**src/rtl/pd_header_sequencer_if.sv**
```systemverilog
// Byte stream, header-storage write port and hasher handshake of the header sequencer.
// The sequencer side uses the master modport; the environment uses slave.
interface pd_header_sequencer_if;
  logic       in_valid;
  logic [7:0] in_data;
  logic       in_ready;
  logic       o_data_en;
  logic [7:0] o_data;
  logic [6:0] o_data_sel;
  logic       hash_start;
  logic       hash_done;
  logic       hash_found;

  modport master (
    input  in_valid, in_data, hash_done, hash_found,
    output in_ready, o_data_en, o_data, o_data_sel, hash_start
  );

  modport slave (
    output in_valid, in_data, hash_done, hash_found,
    input  in_ready, o_data_en, o_data, o_data_sel, hash_start
  );
endinterface

```
**src/rtl/pd_header_sequencer.sv**
```systemverilog
// Header sequencer: loads the 80-byte header into storage, launches the hasher and
// rewrites the nonce bytes after each unsuccessful hash until found or exhausted.
module pd_header_sequencer #(
  parameter int HEADER_BYTES = 80,
  parameter int NONCE_BASE   = 76
) (
  input  logic                    clk,
  input  logic                    rst,
  input  logic                    i_load,
  input  logic                    i_abort,
  pd_header_sequencer_if.master   bus,
  output logic                    o_busy,
  output logic                    o_found,
  output logic                    o_exhausted,
  output logic [31:0]             o_nonce
);

  typedef enum logic [2:0] {
    IDLE, LOAD, SETTLE, START, HASH, NONCE_WR, FOUND, EXHAUST
  } state_t;

  localparam logic [6:0] LAST_IDX = 7'(HEADER_BYTES - 1);
  localparam logic [6:0] NB_IDX   = 7'(NONCE_BASE);

  state_t     state;
  logic [6:0] count;
  logic [1:0] sub;
  logic [1:0] load_nsel;
  logic       in_nonce_window;

  function automatic logic [7:0] nonce_byte(input logic [31:0] n, input logic [1:0] b);
    return n[{b, 3'b000} +: 8];
  endfunction

  assign load_nsel       = 2'(count - NB_IDX);
  assign in_nonce_window = (count >= NB_IDX) && (count < NB_IDX + 7'd4);

  // in_ready is a pure state decode so upstream sees no path from in_valid
  assign bus.in_ready = (state == LOAD);
  assign o_busy       = (state == LOAD) || (state == SETTLE) || (state == START) ||
                        (state == HASH) || (state == NONCE_WR);
  assign o_found      = (state == FOUND);
  assign o_exhausted  = (state == EXHAUST);

  always_ff @(posedge clk) begin
    if (rst) begin
      state          <= IDLE;
      count          <= '0;
      sub            <= '0;
      o_nonce        <= '0;
      bus.o_data_en  <= 1'b0;
      bus.o_data     <= '0;
      bus.o_data_sel <= '0;
      bus.hash_start <= 1'b0;
    end else begin
      bus.o_data_en  <= 1'b0;
      bus.hash_start <= 1'b0;
      if (i_abort) begin
        state <= IDLE;
      end else begin
        case (state)
          IDLE, FOUND, EXHAUST: begin
            if (i_load) begin
              state <= LOAD;
              count <= '0;
            end
          end
          LOAD: begin
            if (bus.in_valid) begin
              bus.o_data_en  <= 1'b1;
              bus.o_data_sel <= count;
              bus.o_data     <= bus.in_data;
              if (in_nonce_window) o_nonce[{load_nsel, 3'b000} +: 8] <= bus.in_data;
              count <= count + 7'd1;
              if (count == LAST_IDX) state <= SETTLE;
            end
          end
          SETTLE: state <= START;
          START: begin
            bus.hash_start <= 1'b1;
            state          <= HASH;
          end
          HASH: begin
            if (bus.hash_done) begin
              if (bus.hash_found) begin
                state <= FOUND;
              end else if (&o_nonce) begin
                state <= EXHAUST;
              end else begin
                o_nonce <= o_nonce + 32'd1;
                sub     <= '0;
                state   <= NONCE_WR;
              end
            end
          end
          NONCE_WR: begin
            // o_nonce already holds the incremented value here
            bus.o_data_en  <= 1'b1;
            bus.o_data_sel <= NB_IDX + 7'(sub);
            bus.o_data     <= nonce_byte(o_nonce, sub);
            sub            <= sub + 2'd1;
            if (sub == 2'd3) state <= SETTLE;
          end
          default: state <= IDLE;
        endcase
      end
    end
  end

endmodule

```
**src/flat_wrapper.sv**
```systemverilog
// flat-port wrapper written by rule: the top's interface ports become plain ports
module pd_header_sequencer_flat 
#(
  parameter int HEADER_BYTES = 80,
  parameter int NONCE_BASE   = 76
)
  (clk, rst, i_load, i_abort, o_busy, o_found, o_exhausted, o_nonce, bus_in_valid, bus_in_data, bus_hash_done, bus_hash_found, bus_in_ready, bus_o_data_en, bus_o_data, bus_o_data_sel, bus_hash_start);
  pd_header_sequencer_if bus_i ();
  input  logic clk;
  input  logic rst;
  input  logic i_load;
  input  logic i_abort;
  output logic o_busy;
  output logic o_found;
  output logic o_exhausted;
  output logic [31:0] o_nonce;
  input wire logic [$bits(bus_i.in_valid)-1:0] bus_in_valid;
  input wire logic [$bits(bus_i.in_data)-1:0] bus_in_data;
  input wire logic [$bits(bus_i.hash_done)-1:0] bus_hash_done;
  input wire logic [$bits(bus_i.hash_found)-1:0] bus_hash_found;
  output wire logic [$bits(bus_i.in_ready)-1:0] bus_in_ready;
  output wire logic [$bits(bus_i.o_data_en)-1:0] bus_o_data_en;
  output wire logic [$bits(bus_i.o_data)-1:0] bus_o_data;
  output wire logic [$bits(bus_i.o_data_sel)-1:0] bus_o_data_sel;
  output wire logic [$bits(bus_i.hash_start)-1:0] bus_hash_start;
  assign bus_i.in_valid = bus_in_valid;
  assign bus_i.in_data = bus_in_data;
  assign bus_i.hash_done = bus_hash_done;
  assign bus_i.hash_found = bus_hash_found;
  assign bus_in_ready = bus_i.in_ready;
  assign bus_o_data_en = bus_i.o_data_en;
  assign bus_o_data = bus_i.o_data;
  assign bus_o_data_sel = bus_i.o_data_sel;
  assign bus_hash_start = bus_i.hash_start;
  pd_header_sequencer #(.HEADER_BYTES(HEADER_BYTES), .NONCE_BASE(NONCE_BASE)) u_core (.clk(clk), .rst(rst), .i_load(i_load), .i_abort(i_abort), .bus(bus_i), .o_busy(o_busy), .o_found(o_found), .o_exhausted(o_exhausted), .o_nonce(o_nonce));
endmodule
```
**config.mk**
```make
export PLATFORM = sky130hd
export DESIGN_NAME = pd_header_sequencer_flat
export DESIGN_NICKNAME = d
export VERILOG_FILES = /design/src/rtl/pd_header_sequencer_if.sv /design/src/rtl/pd_header_sequencer.sv /design/src/flat_wrapper.sv
export SDC_FILE = /design/constraint.sdc
export NUM_CORES = 1
export LEC_CHECK = 0
export CORE_AREA = 2 2 113 115
export CTS_BUF_LIST = sky130_fd_sc_hd__clkbuf_16
export DETAILED_ROUTE_END_ITERATION = 12
export DIE_AREA = 0 0 115 117
export GPL_ROUTABILITY_DRIVEN = 0
export PLACE_DENSITY_LB_ADDON = 0.08
export SYNTH_ARGS = -nofsm -noshare
export SYNTH_HDL_FRONTEND = slang
export SYNTH_SLANG_ARGS = --single-unit
```
**constraint.sdc**
```tcl
create_clock -name clk -period 3 [get_ports clk]
set_input_delay 0.6 -clock clk [delete_from_list [all_inputs] [get_ports clk]]
set_output_delay 0.6 -clock clk [all_outputs]
set_load 0.1 [all_outputs]
```
==> summary.md <==
| Metric | Value |
|---|---|
| Status | `complete, no violations` |
| Post-synth ARST share | `0` |
| WL met3 | `887 µm` |
| Diode count | `0` |
| Vias | `4433` |
| Sw Ratio | `0.262` |
| CTS max path bufs | `2` |
| Sequential share of power | `0.404` |
| Net Sw Power | `536 µW` |
| Final net count | `589` |
| Syn Inst Count | `507` |
| Clock sink count | `61` |
| Hold/Removal Path Class | `reg -> reg` |
| Clk network pwr share | `0.495` |
| Syn-to-layout area delta | `24.5%` |
| Total core area | `12300 µm²` |
| Fill cell count | `1270` |
| Final Hold Fails | `0` |
| Initial antenna violation count | `0` |
| HP Start | `u_core.bus.o_data_sel[5]` |
| DRC viols | `0` |
| Design Area, Final | `5060 µm²` |
| Minimum clock period | `2.53 ns` |
| Combinational share of power | `0.101` |
| Die Y | `117 µm` |
| Area leader, netlist | `dfxtp_1` |
| DRT iter0 DRCs | `421` |
| Initial Utilization | `0.330` |
| Via/cell ratio | `6.15` |
| Maxcap violations | `0` |
| Critical path class | `reg -> reg` |
| Max layer used | `met4` |
| Total negative setup slack | `0 ns` |
| Peak supply drop | `0.174 mV` |
| First-pass GRT wire length | `23800 µm` |
| Syn Std Cell Area | `4070 µm²` |
| Critical path data arrival time | `2.78 ns` |
| Final wirelength | `15100 µm` |
| DR WL met2 | `6640 µm` |
| R2R depth | `6` |
| End of the critical path | `u_core.o_nonce[21]` |
| Actual slew at the worst max-slew pin | `1.10 ns` |
| Clock Skew | `0.00783 ns` |
| Cts hold-fix bufs | `0` |
| Synth top area share | `0.300` |
| Synth Flop Type | `dfxtp_1` |
| RSZ-0062 raised after global routing | `false` |
| Share of cells above drive strength 1 | `0.207` |
| Yosys reg bits | `61` |
| Commonest non-fill, non-tap cell in the layout | `buf_4` |
| IO Port Bufs | `67` |
| Clk Latency, worst-skew pair | `0.34 ns` |
| Post-synth EDFFs | `0` |
| Max FO, Critical Path | `17` |
| I/O Pins | `68` |
| Seq/Total Area, Yosys | `0.300` |
| Final worst slack | `0.470 ns` |
| Die area | `13500 µm²` |
| Die W | `115 µm` |
| CP Launch Type | `register` |
| Post-Syn Nets | `529` |
| Pwr/cell area | `404 nW/µm²` |
| R2R Path Start | `u_core.o_nonce[10]` |
| Leak | `1.75 nW` |
| WL/cell | `20.9 µm` |
| Largest net degree at the start of global routing | `32` |
| GRT Total Usage | `0.231` |
| Final setup fails | `0` |
| Initial DRT Pass Iterations | `5` |
| H-tree level count | `3` |
| Placed wire-length estimate | `10700 µm` |
| Worst Path Required | `3.25 ns` |
| CTS tree | `yes` |
| Most frequent cells in the layout | `buf_4, dfxtp_1, nand2_1` |
| Vias in the first global route | `4082` |
| Setup Fix Bufs, Post-CTS | `0` |
| Grt ovf | `0` |
| Largest cells by area after synthesis | `dfxtp_1, a21oi_1, nand2_1` |
| R2R setup slack | `0.47 ns` |
| Worst slack at placement | `0.382 ns` |
| Max Fclk | `395 MHz` |
| Reg2reg end | `u_core.o_nonce[21]` |
| Clk slew on worst S/H paths | `0.06 ns` |
| Post-CTS sizing | `0` |
| Post-route ant nets | `0` |
| Synth warn | `0` |
| Critical Path Sink Type | `register` |
| # rows | `41` |
| Placed cell area | `4780 µm²` |
| Relative slew slack | `0.263` |
| TritonCTS Buffers | `9` |
| Root Buffer | `clkbuf_16` |
| Pint | `1.51 mW` |
| Final period utilization | `0.843` |
| Mapped Avg Cell Area | `8.02 µm²` |
| Unique masters post-synth | `69` |
| Fin. max-slew vios | `0` |
| CP startpoint | `u_core.o_nonce[10]` |
| Post-Route M1 WL | `7330 µm` |
-- final cells by class --
class / count / area [µm²] / share of cell area
multi-input cells: 394 / 2630 / 0.520
flip-flops and latches: 61 / 1220 / 0.241
repair buffers: 88 / 691 / 0.136
clock buffers: 9 / 225 / 0.0445
well taps: 150 / 188 / 0.0371
clock inverters: 6 / 56.3 / 0.0111
inverters: 13 / 48.8 / 0.00964
-- synthesized netlist by cell type, types with 4 or more instances --
library cell  number
mux4_2             8
and4_1             5
nor4_1            20
a31oi_1            6
o31ai_1            8
ha_1               7
o31a_1             5
and3_1             6
clkbuf_1          24
nor2_1            44
a22oi_1           11
nand2b_1           4
a211oi_1          18
o311ai_0           5
xor2_1             8
nand4_1           11
buf_2              7
and2_1             4
o211ai_1           4
o21ai_0           12
o221a_2            4
inv_1             13
a21oi_1           45
a311oi_1          14
or3_1              5
nor3_1            20
dfxtp_1           61
nand3_1           13
nand2_1           49
-- worst min-delay path by stage --
stage	to	slack, ns	cells past startpoint
after floorplan	u_core.count[6]	0.47	2
after global placement	u_core.bus.o_data_sel[4]	0.45	2
after detailed placement	u_core.bus.o_data_sel[5]	0.45	2
after CTS	u_core.bus.o_data_sel[5]	0.46	2
after global routing	u_core.bus.o_data_sel[4]	0.49	2
final	u_core.bus.o_data_sel[5]	0.46	2
-- state kept, by name, indices dropped and copies added, names as in the netlist --
name                   flops
u_core.o_nonce            32
u_core.bus.o_data          8
u_core.bus.o_data_sel      7
u_core.count               7
u_core.state               3
u_core.sub                 2
u_core.bus.hash_start      1
u_core.bus.o_data_en       1
-- through the flow --
| step | hold WS (ns) | utilization | std cells | power [mW] |
|---|---|---|---|---|
| after global routing | 0.489 | 0.411 | 721 | 2.12 |
| after CTS | 0.458 | 0.411 | 721 | 2.07 |
| after floorplan | 0.472 | - | 507 | 0.978 |
| after global placement | 0.445 | 0.388 | 706 | 1.05 |
| after detailed placement | 0.450 | 0.388 | 706 | 1.05 |
| final | 0.457 | 0.411 | 721 | 2.05 |
-- worst max-delay path: stages, from the launching register on --
cell and delay, ns:
dfxtp_1 0.49, nand4_1 0.33, nor2_1 0.51, nand4_1 0.40, buf_4 0.34, a311o_1 0.29
o31ai_1 0.07
-- logic make-up after synthesis --
| logic type | share of synthesized area |
|---|---|
| compound gates | 0.283 |
| xor+xnor | 0.0215 |
| fa+ha+maj | 0.0215 |
| simple gates | 0.265 |
| buf+inv | 0.0563 |
| flops | 0.300 |
| mux | 0.0517 |
-- per-layer routing --
layer | up-vias | global-route usage
met2 | 156 | 0.349
li1 | 2103 | -
met1 | 2154 | 0.338
met4 | 0 | 0.0763
met5 | - | 0
met3 | 20 | 0.0324
-- power by group through the flow --
stage          logic [mW]  registers [mW]  clock network [mW]
6_report            0.207           0.826                1.01
5_1_grt             0.221           0.827                1.07
4_1_cts             0.207           0.826                1.04
3_5_place_dp        0.207           0.843                   0
3_3_place_gp        0.207           0.843                   0
2_1_floorplan      0.0977           0.880                   0
No activity file was read; power rests on OpenSTA's default activity.
